**src/rtl/seq_shift_unit.sv**
```systemverilog
// rtl/seq_shift_unit.sv - multi-cycle one-bit-per-clock shifter (SLL/SRL/SRA/ROL) with valid/ready handshake
// Full-width result plus a PC-width truncation and a flag for dropped set bits.
module seq_shift_unit #(
    parameter int DATA_W  = 32,
    parameter int OUT_W   = 15,
    parameter int SHAMT_W = $clog2(DATA_W)
) (
    input  logic               clk,
    input  logic               rst_n,
    input  logic               flush,
    input  logic               in_valid,
    output logic               in_ready,
    input  logic [DATA_W-1:0]  in_data,
    input  logic [SHAMT_W-1:0] in_shamt,
    input  logic [1:0]         in_mode,
    output logic               out_valid,
    input  logic               out_ready,
    output logic [DATA_W-1:0]  out_data,
    output logic [OUT_W-1:0]   out_trunc,
    output logic               out_lost
);
    localparam int CNT_W = $clog2(DATA_W + 1);

    typedef enum logic [1:0] {
        S_IDLE,
        S_SHIFT,
        S_DONE
    } state_t;

    state_t             r_state;
    logic [DATA_W-1:0]  r_acc;
    logic [1:0]         r_mode;
    logic [CNT_W-1:0]   r_count;
    logic               r_out_valid;
    logic [DATA_W-1:0]  r_out_data;
    logic               r_out_lost;

    logic [DATA_W-1:0]  w_step;
    logic [CNT_W-1:0]   w_count_init;
    logic               w_lost;

    // Oversized amounts clamp to DATA_W so every mode still shifts a full word.
    assign w_count_init = (int'(in_shamt) >= DATA_W) ? CNT_W'(DATA_W) : CNT_W'(in_shamt);

    always_comb begin
        w_step = r_acc;
        case (r_mode)
            2'b00:   w_step = {r_acc[DATA_W-2:0], 1'b0};
            2'b01:   w_step = {1'b0, r_acc[DATA_W-1:1]};
            2'b10:   w_step = {r_acc[DATA_W-1], r_acc[DATA_W-1:1]};
            default: w_step = {r_acc[DATA_W-2:0], r_acc[DATA_W-1]};
        endcase
    end

    generate
        if (OUT_W < DATA_W) begin : g_lost
            assign w_lost = |r_acc[DATA_W-1:OUT_W];
        end else begin : g_no_lost
            assign w_lost = 1'b0;
        end
    endgenerate

    always_ff @(posedge clk or negedge rst_n) begin
        if (!rst_n) begin
            r_state     <= S_IDLE;
            r_acc       <= '0;
            r_mode      <= 2'b00;
            r_count     <= '0;
            r_out_valid <= 1'b0;
            r_out_data  <= '0;
            r_out_lost  <= 1'b0;
        end else if (flush) begin
            r_state     <= S_IDLE;
            r_out_valid <= 1'b0;
        end else begin
            case (r_state)
                S_IDLE: begin
                    if (in_valid) begin
                        r_acc   <= in_data;
                        r_mode  <= in_mode;
                        r_count <= w_count_init;
                        r_state <= (w_count_init == '0) ? S_DONE : S_SHIFT;
                    end
                end
                S_SHIFT: begin
                    r_acc   <= w_step;
                    r_count <= r_count - 1'b1;
                    if (r_count == CNT_W'(1)) begin
                        r_state <= S_DONE;
                    end
                end
                S_DONE: begin
                    // First DONE cycle publishes the result; later cycles wait for the consumer.
                    if (!r_out_valid) begin
                        r_out_valid <= 1'b1;
                        r_out_data  <= r_acc;
                        r_out_lost  <= w_lost;
                    end else if (out_ready) begin
                        r_out_valid <= 1'b0;
                        r_state     <= S_IDLE;
                    end
                end
                default: r_state <= S_IDLE;
            endcase
        end
    end

    assign in_ready  = (r_state == S_IDLE);
    assign out_valid = r_out_valid;
    assign out_data  = r_out_data;
    assign out_trunc = r_out_data[OUT_W-1:0];
    assign out_lost  = r_out_lost;
endmodule
```
**config.mk**
```make
export PLATFORM = sky130hd
export DESIGN_NAME = seq_shift_unit
export DESIGN_NICKNAME = d
export VERILOG_FILES = /design/src/rtl/seq_shift_unit.sv
export SDC_FILE = /design/constraint.sdc
export NUM_CORES = 1
export LEC_CHECK = 0
export ABC_AREA = 1
export BUFFER_PORTS_ARGS = -buffer_cell sky130_fd_sc_hd__buf_4
export CAP_MARGIN = 20
export CORE_ASPECT_RATIO = 0.8
export CORE_MARGIN = 5
export CORE_UTILIZATION = 25
export CTS_CLUSTER_DIAMETER = 80
export CTS_CLUSTER_SIZE = 12
export DETAILED_ROUTE_END_ITERATION = 8
export PLACE_DENSITY = 0.55
export RECOVER_POWER = 25
export SETUP_SLACK_MARGIN = 0.02
export SLEW_MARGIN = 15
export SYNTH_ARGS = -nofsm -noshare
export SYNTH_HDL_FRONTEND = slang
export SYNTH_SLANG_ARGS = --single-unit
export TNS_END_PERCENT = 10
```
**constraint.sdc**
```tcl
create_clock -name clk -period 1.5 [get_ports clk]
set_input_delay 0.075 -clock clk [delete_from_list [all_inputs] [get_ports clk]]
set_output_delay 0.075 -clock clk [all_outputs]
set_load 0.05 [all_outputs]
```
After elaboration in Yosys (flattened, before gate mapping)
Cells that the tools add are included.
{"block": "word_totals", "output_inout_bits": 50, "regBits": 76, "input_bits": 44}
{"block": "op_classes", "addsub": 1, "n_eq_ne": 11, "reduce_logical": 11, "bitwise_logic": 2, "mux": 16}
{"op": "32-bit one-hot mux with 3 select lines", "count": 1}
{"op": "32-bit one-hot mux with 2 select lines", "count": 1}
{"op": "32-bit 2-to-1 mux", "count": 1}
{"op": "17-bit OR reduction", "count": 1}
{"op": "2-bit 2-to-1 mux", "count": 6}
{"op": "3-bit != test (second input constant)", "count": 4}
{"op": "6-bit one-hot mux with 2 select lines", "count": 1}
{"op": "3-bit AND reduction", "count": 3}
{"op": "4-bit AND reduction", "count": 2}
{"op": "6-bit by 1-bit == test with 1-bit output (second input constant)", "count": 1}
{"op": "6-bit logical NOT", "count": 1}
{"op": "6-bit 2-to-1 mux", "count": 1}
{"op": "2-bit one-hot mux with 3 select lines", "count": 1}
{"op": "6-bit by 1-bit subtractor with 6-bit output (second input constant)", "count": 1}
{"op": "2-bit by 1-bit == test with 1-bit output (second input constant)", "count": 2}
{"op": "2-bit == test (second input constant)", "count": 2}
{"op": "2-bit logical NOT", "count": 2}
{"op": "1-bit 2-to-1 mux", "count": 4}
{"op": "2-bit != test (second input constant)", "count": 2}
{"op": "2-bit nonzero test", "count": 2}
{"op": "1-bit inverter", "count": 2}

Logic depth before layout (Yosys ltp)
Gate-level depths: netlist of the first run.
{"block": "logic_depth", "depth_word": 5, "ltp_mapped": 9, "depth_no_buf": 9}

Least setup slack after synthesis of the first run
OpenSTA, ideal clock, no wires.
{"block": "synth_timing", "kind": "register to register", "start": "register r_state[0]", "end": "register r_acc[14]", "path_stages_with_launch": 5, "arrival_time_ns": 1.495, "path_slack_ns": -0.067, "path_cell_list": "dfrtp_1 -> nor2_2 -> clkbuf_1 -> nand4_1 -> nand3_1"}
{"block": "synth_between", "elab_chain_len": 3}
{"item": "start: declaration", "line": "30", "source": "state_t r_state;"}
{"item": "start signal: assignment", "line": "82", "source": "r_state <= (w_count_init == '0) ? S_DONE : S_SHIFT;"}
{"item": "2-bit logical NOT *"}
{"item": "via in_ready", "line": "12", "source": "output logic in_ready,"}
{"item": "2-bit != test (no source line) / 2-bit nonzero test (equally long branches)"}
{"item": "3-bit AND reduction (no source line)"}
{"item": "end signal: assignment", "line": "79", "source": "r_acc <= in_data;"}
{"item": "end signal: assignment", "line": "86", "source": "r_acc <= w_step;"}
{"item": "end: declaration", "line": "31", "source": "logic [DATA_W-1:0] r_acc;"}
Mark *: on every way through the listed nets, which the timed path passes. The rest lies on a longest branch.
A chain may end at the register's enable or synchronous reset.

Final worst setup path of the first run
{"block": "layout_timing", "start": "register r_state[1]", "end": "output in_ready"}
{"block": "layout_between", "elab_chain_len": 1}
{"item": "2-bit logical NOT", "line": "108", "source": "assign in_ready = (r_state == S_IDLE);"}
{"item": "end: declaration", "line": "12"}
Every way passes these cells.

==> results of run 1 <==
[cell usage after synthesis (all sizes together)]
cell / instances
nor2: 48
o21ai: 42
a31oi: 1
o31ai: 1
o211ai: 13
ha: 2
a21oi: 38
buf: 39
dfrtp: 76
clkbuf: 4
nand3: 57
o21bai: 1
xor2: 1
nand3b: 1
nand2: 115
inv: 49
nand4: 14
[worst min-delay path by stage]
stage / to / slack, ps / cells after the start
floorplan: out_data[0]$_DFFE_PN0P_ / -220 / 0
global placement: out_data[29]$_DFFE_PN0P_ / 130 / 2
detailed placement: out_data[31]$_DFFE_PN0P_ / 140 / 2
CTS: r_acc[4]$_DFFE_PN0P_ / 0.02 / 3
global route: r_acc[6]$_DFFE_PN0P_ / 4 / 3
finish: r_mode[1]$_DFFE_PN0P_ / 2 / 3
[what timing repair did]
item / CTS / global route
hold endpoints to repair: 82 / 0
buffers inserted: 0 / 2
resized for setup: 1 / 8
hold buffers: 7 / 0
endpoints found under the setup margin: 14 / 21
[where the power goes]
| part | leakage (µW) | internal [µW] | switching [µW] |
|---|---|---|---|
| sequential | 0.000931 | 3010 | 720 |
| clock | 0.000144 | 1450 | 812 |
| combinational | 0.00153 | 2520 | 5200 |
| total | 0.00261 | 6980 | 6730 |
[cell families after synthesis]
group                    after synthesis  synth area share
AND/OR/NAND/NOR                      235             0.249
buffers and inverters                 92             0.118
AO/OA/AOI/OAI                         96             0.158
flip-flops                            76             0.467
adder cells (fa/ha/maj)                2           0.00614
XOR/XNOR                               1           0.00215
[worst max-delay path, delay by kind of cell (launching register included)]
family | cells | cell delay (ps)
buffers and inverters | 3 | 490
DFF | 1 | 380
and+or+nand+nor | 1 | 110
[stage by stage]
step                 util  worst slack, ps  total power (µW)
floorplan               -              111              9340
finish              0.338             98.3             13700
global placement    0.312            -64.8             11300
CTS                 0.336             2.17             13800
detailed placement  0.312             -115             11400
global route        0.338            -4.63             14700
[layout make-up]
| cell class | count | area share |
|---|---|---|
| inverter | 49 | 0.0342 |
| multi-input combinational | 334 | 0.318 |
| clock inverter | 2 | 0.0112 |
| timing repair buffer | 123 | 0.187 |
| tap | 215 | 0.0501 |
| clock buffer | 13 | 0.0447 |
| sequential | 76 | 0.354 |
[sequential cells by signal, indices dropped and copies added (netlist names)]
signal	flops
out_data	32
out_lost	1
out_valid	1
r_acc	32
r_count	6
r_mode	2
r_state	2
[routing by layer]
layer | vias to the layer above | track usage | part of all wire
li1 | 1816 | - | -
met1 | 1685 | 0.170 | 0.48
met2 | 121 | 0.175 | 0.43
met3 | 13 | 0.0399 | 0.073
met4 | 0 | 0.0390 | 0.016
met5 | - | 0 | 0
==> impl_results.md, run 1 <==
* WP data required at roughly 1400 ps
* H-tree Lvls at 3
* Leakage power total at 0.00261 µW
* Worst Setup SP: r_state[1]$_DFFE_PN0P_
* CTS Sinks at 76
* Synth warn at 0
* Crit-path cells: buf_4, nor2_2, buf_6, buf_6
* Crit-path most repeated cell: buf_6
* Initial Utilization at 0.256
* Synth unique cells at 28
* Area share of the largest cell type after synthesis at 0.467
* Register area at ~1900 µm²
* Placed insts at between 700 and 800
* Worst Setup Start Kind: flop
* Ranking of synthesized cells by area: dfrtp_1 (47%), nand2_1 (10%), nand3_1 (7.0%)
* Slew Limit Fails at 0
* Slowest CP cell: dfrtp_1
* Setup TNS at 0 ps
* Post-synthesis cell area at about 4000 µm²
* Avg Inst Size Synth at around 8.1 µm²
* Hold Violations, Final at 0
* Reg2Reg Depth at 8
* Commonest non-fill, non-tap cell in the layout: nand2_1
* Maximum root-to-sink buffer count at 2
* Syn_nets at 548
* Antenna cell count at 0
* Slowest stage delay, CP at approximately 380 ps
* HP Class: in2reg
* Gr usage total at 0.121
* Final worst-path cycle share at 0.934
* Area grow syn2layout at 31.9%
* Root Buffer: clkbuf_16
* Crit Path Class: reg2out
* Worst-margin pin slew at approximately 990 ps
* Ratio of cells with drive above 1 in the final layout at 0.295
* Vias in the first global route at roughly 3,400
* 1st-iter DRT viols at 201
* FILL cells at between 1,500 and 2,000
* Final instance count without filler cells at between 800 and 900
* Core region area at around 16,000 µm²
* Reg2reg start: r_state[1]$_DFFE_PN0P_
* Flop2flop setup slack at roughly 98 ps
* Cell area power density at between 2000 and 3000 nW/µm²
* Multi-input gate area at around 1700 µm²
* Routed Antenna Nets at 0
* Total CTS buffers at 9
* Max Freq at around 710 MHz
* Maximum VDD drop at ~0.8 mV
* Die Wd at between 150 and 200 µm
* First-pass GRT wire length at around 18,000 µm
* Post-DP HPWL at 8270 µm
* Die height at 124 µm
* RSZ-0062 raised after global routing: yes
* Fin nets at 639
* Layout Skew at between 7 and 8 ps
* Crit. End Element: output port
* CTS tree: yes
* FP Rows at ~40
* Skew-Pair Late Insertion Delay at around 340 ps
* Synth area leader: dfrtp_1
* Die Area at between 15,000 and 20,000 µm²
* Worst-path maximum fanout at 14
* Hold_ws at 1.81 ps
* Status: completed
* #FFs+latches synth at between 70 and 80
* Min-delay src: in_mode[1]
* Arr. time, crit path at 1330 ps
* Boundary Pins at 94
* Design area at approximately 5400 µm²
* Wire per inst at between 10 and 15 µm
* Crit path time final at 1400 ps
* Initial antenna violation count at 0
* Most frequent cells in the layout: nand2_1 (111), buf_4 (108), dfrtp_1 (76)
* Synth Instances at about 500
* Clk slew on worst S/H paths at 60 ps
* Placement Cell Area at around 5000 µm²
* Via-to-Cell Ratio at 4.48
* IO Port Bufs at 93
* Pre-Repair DR Iteration Count at 4
* RePlAce Congestion at about 0.86
* DRT Wirelength at between 10,000 and 15,000 µm
* Largest net degree at the start of global routing at 77
* GRT overflow at 0
* Reg-to-Reg End: r_acc[27]$_DFFE_PN0P_
* Max Cap Viol at 0
* Register area share after synthesis at 0.467
* Crit path capture: in_ready
* Final setup fails at 0
* Slew HR at 0.342
* Via count at ~3,600
* Drc violations at 0
Power figures use the tool's default switching activity.
==> inputs of run 2 (changes only) <==
--- a/config.mk
+++ b/config.mk
@@ -9,9 +9,7 @@
 export BUFFER_PORTS_ARGS = -buffer_cell sky130_fd_sc_hd__buf_4
 export CAP_MARGIN = 20
 export CORE_ASPECT_RATIO = 0.8
-export CORE_MARGIN = 5
 export CORE_UTILIZATION = 25
-export CTS_CLUSTER_DIAMETER = 80
 export CTS_CLUSTER_SIZE = 12
 export DETAILED_ROUTE_END_ITERATION = 8
 export PLACE_DENSITY = 0.55
==> impl_results.md, run 2 (same netlist as run 1, synthesis figures left out) <==
* Status: completed (unchanged)
* FP Rows at 41 (unchanged)
* Placement Cell Area at 4960 µm² (was 4970 µm²)
* Post-route setup slack at 13.1 ps (was 98.3 ps)
* Worst-path maximum fanout at 45 (was 14)
* First-pass GRT wire length at 17,700 µm (was 18,200 µm)
* Post-DP HPWL at 8310 µm (was 8270 µm)
* Root Buffer: clkbuf_16 (unchanged)
* Ratio of cells with drive above 1 in the final layout at 0.294 (was 0.295)
* H-tree Lvls at 3 (unchanged)
* CTS Sinks at 76 (unchanged)
* Layout Skew at 5.33 ps (was 7.07 ps)
* Flop2flop setup slack at 10 ps (was 100 ps)
* Commonest non-fill, non-tap cell in the layout: nand2_1 (unchanged)
* Sequential share of power at 0.273 (was 0.272)
* Top sig layer: met4 (unchanged)
* Initial antenna violation count at 0 (unchanged)
* Die Wd at 145 µm (was 153 µm)
* Boundary Pins at 94 (unchanged)
* Overall Power at 13,700 µW (about the same)
* Arr. time, crit path at 1710 ps (was 1330 ps)
* Antenna cell count at 0 (unchanged)
* Combinational power share at 0.556 (was 0.563)
* Via count at 3,650 (was 3,635)
* WP data required at 1720 ps (was 1420 ps)
* Slew HR at 0.555 (was 0.342)
* Number of setup buffers added after CTS at 0 (unchanged)
* Clock power frac at 0.171 (was 0.165)
* Crit path time final at 1490 ps (was 1400 ps)
* Total CTS buffers at 9 (unchanged)
* Wire per inst at 13.7 µm (was 13.8 µm)
* Maximum root-to-sink buffer count at 2 (unchanged)
* Fin nets at 639 (unchanged)
* Max Cap Viol at 0 (unchanged)
* Cell area power density at 2570 nW/µm² (was 2550 nW/µm²)
* Vias in the first global route at 3,386 (was 3,449)
* IO Port Bufs at 93 (unchanged)
* Psw at 6780 µW (was 6730 µW)
* Multi-input gate area at 1700 µm² (was 1710 µm²)
* Final worst-path cycle share at 0.991 (was 0.934)
* CTS tree: yes (unchanged)
* Area grow syn2layout at 31.3% (was 31.9%)
* Crit Path Class: reg2reg (was reg2out)
* Pre-Repair DR Iteration Count at 5 (was 4)
* GRT overflow at 0 (unchanged)
* Worst-margin pin slew at 667 ps (was 986 ps)
* Die Area at 16,800 µm² (was 19,000 µm²)
* Worst Setup Start Kind: flop (unchanged)
* WL met2 at 4850 µm (about the same)
* Via-to-Cell Ratio at 4.49 (was 4.48)
* Crit. End Element: flop (was output port)
* Final setup fails at 0 (unchanged)
* Largest net degree at the start of global routing at 46 (was 77)
* HP Class: in2reg (unchanged)
* Design area at 5350 µm² (was 5370 µm²)
* Switching part of the total at 0.494 (was 0.491)
* Minimum setup slack after placement at -98.4 ps (was -115 ps)
* Wl on met1 at 5590 µm (was 5380 µm)
* Initial Utilization at 0.257 (was 0.256)
* RSZ-0062 raised after global routing: yes (unchanged)
* Gr usage total at 0.141 (was 0.121)
* Detail Route met3 WL at 553 µm (was 824 µm)
* 1st-iter DRT viols at 263 (was 201)
* Leakage power total at 0.00260 µW (was 0.00261 µW)
* Max Freq at 673 MHz (was 713 MHz)
* Routed Antenna Nets at 0 (unchanged)
* Hold Violations, Final at 0 (unchanged)
* DRT Wirelength at 11,200 µm (about the same)
* Skew-Pair Late Insertion Delay at 340 ps (about the same)
* Die height at 116 µm (was 124 µm)
* Register area at 1900 µm² (unchanged)
* Most frequent cells in the layout: nand2_1 (112), buf_4 (110), dfrtp_1 (76) (was nand2_1 (111), buf_4 (108), dfrtp_1 (76))
* Slew Limit Fails at 0 (unchanged)
* Core region area at 15,900 µm² (about the same)
* Drc violations at 0 (unchanged)
* RePlAce Congestion at 0.786 (was 0.858)
* Pint at 6940 µW (was 6980 µW)
* Clk slew on worst S/H paths at 60 ps (about the same)
* FILL cells at 1,666 (was 1,686)
* Maximum VDD drop at 0.818 mV (was 0.789 mV)
==> run 2: cell types whose count changed in the layout (fill, tap and decap cells not counted), sizes merged <==
cell / previous run / this run
clkinvlp: 0 / 1
clkinv: 0 / 1
clkbuf: 14 / 13
==> run 2: power groups by stage <==
stage               clock (µW)  sequential [µW]  combinational (µW)
finish                    2350             3750                7620
floorplan                    0             5010                4330
global placement             0             3720                7520
global route              2510             3890                8310
CTS                       2380             3750                7640
detailed placement           0             3780                7600
==> run 2: cell type report <==
type                    instances  share of cell area
flip-flops and latches         76               0.356
multi-input cells             334               0.317
repair buffers                123               0.183
well taps                     215              0.0503
clock buffers                  12              0.0461
inverters                      49              0.0344
clock inverters                 4              0.0136
==> run 2: repair_timing <==
item                                    4_1_cts  5_1_grt
hold endpoints to repair                     81        1
hold buffers                                  6        1
resized for setup                             1        5
endpoints found under the setup margin       12       14
pin swaps                                     0        0
==> run 2: worst paths after layout <==
path | from | endpoint | depth (start not counted)
max | r_state[1]$_DFFE_PN0P_ | out_lost$_DFFE_PN0P_ | 7
min | in_data[28] | r_acc[28]$_DFFE_PN0P_ | 3
max reg2reg | r_state[1]$_DFFE_PN0P_ | out_lost$_DFFE_PN0P_ | 7
min reg2reg | out_data[24]$_DFFE_PN0P_ | out_data[24]$_DFFE_PN0P_ | 2
max in group asynchronous | rst_n | r_acc[14]$_DFFE_PN0P_ | 3
min in group asynchronous | rst_n | out_data[0]$_DFFE_PN0P_ | 2
==> run 2: layer usage <==
metal,vias up,global-route usage
li1,1815,-
met1,1729,0.198
met2,94,0.209
met3,12,0.0320
met4,0,0.0547
met5,-,0
==> run 2: through the flow <==
step	hold WS (ps)	setup TNS, ps	util	instances
CTS	0.655	0	0.337	812
global route	6.07	-1990	0.337	813
floorplan	-221	0	-	502
finish	1.60	0	0.337	813
global placement	-71.3	-72.5	0.313	790
detailed placement	-65.6	-158	0.313	790
==> run 2: critical path, cell delays in order (launching register included) <==
cell and delay, ps:
dfrtp_1 370, inv_2 40, buf_4 120, nor2_2 160, nand3_2 170, buf_12 220
nor2_1 170, a21oi_1 90
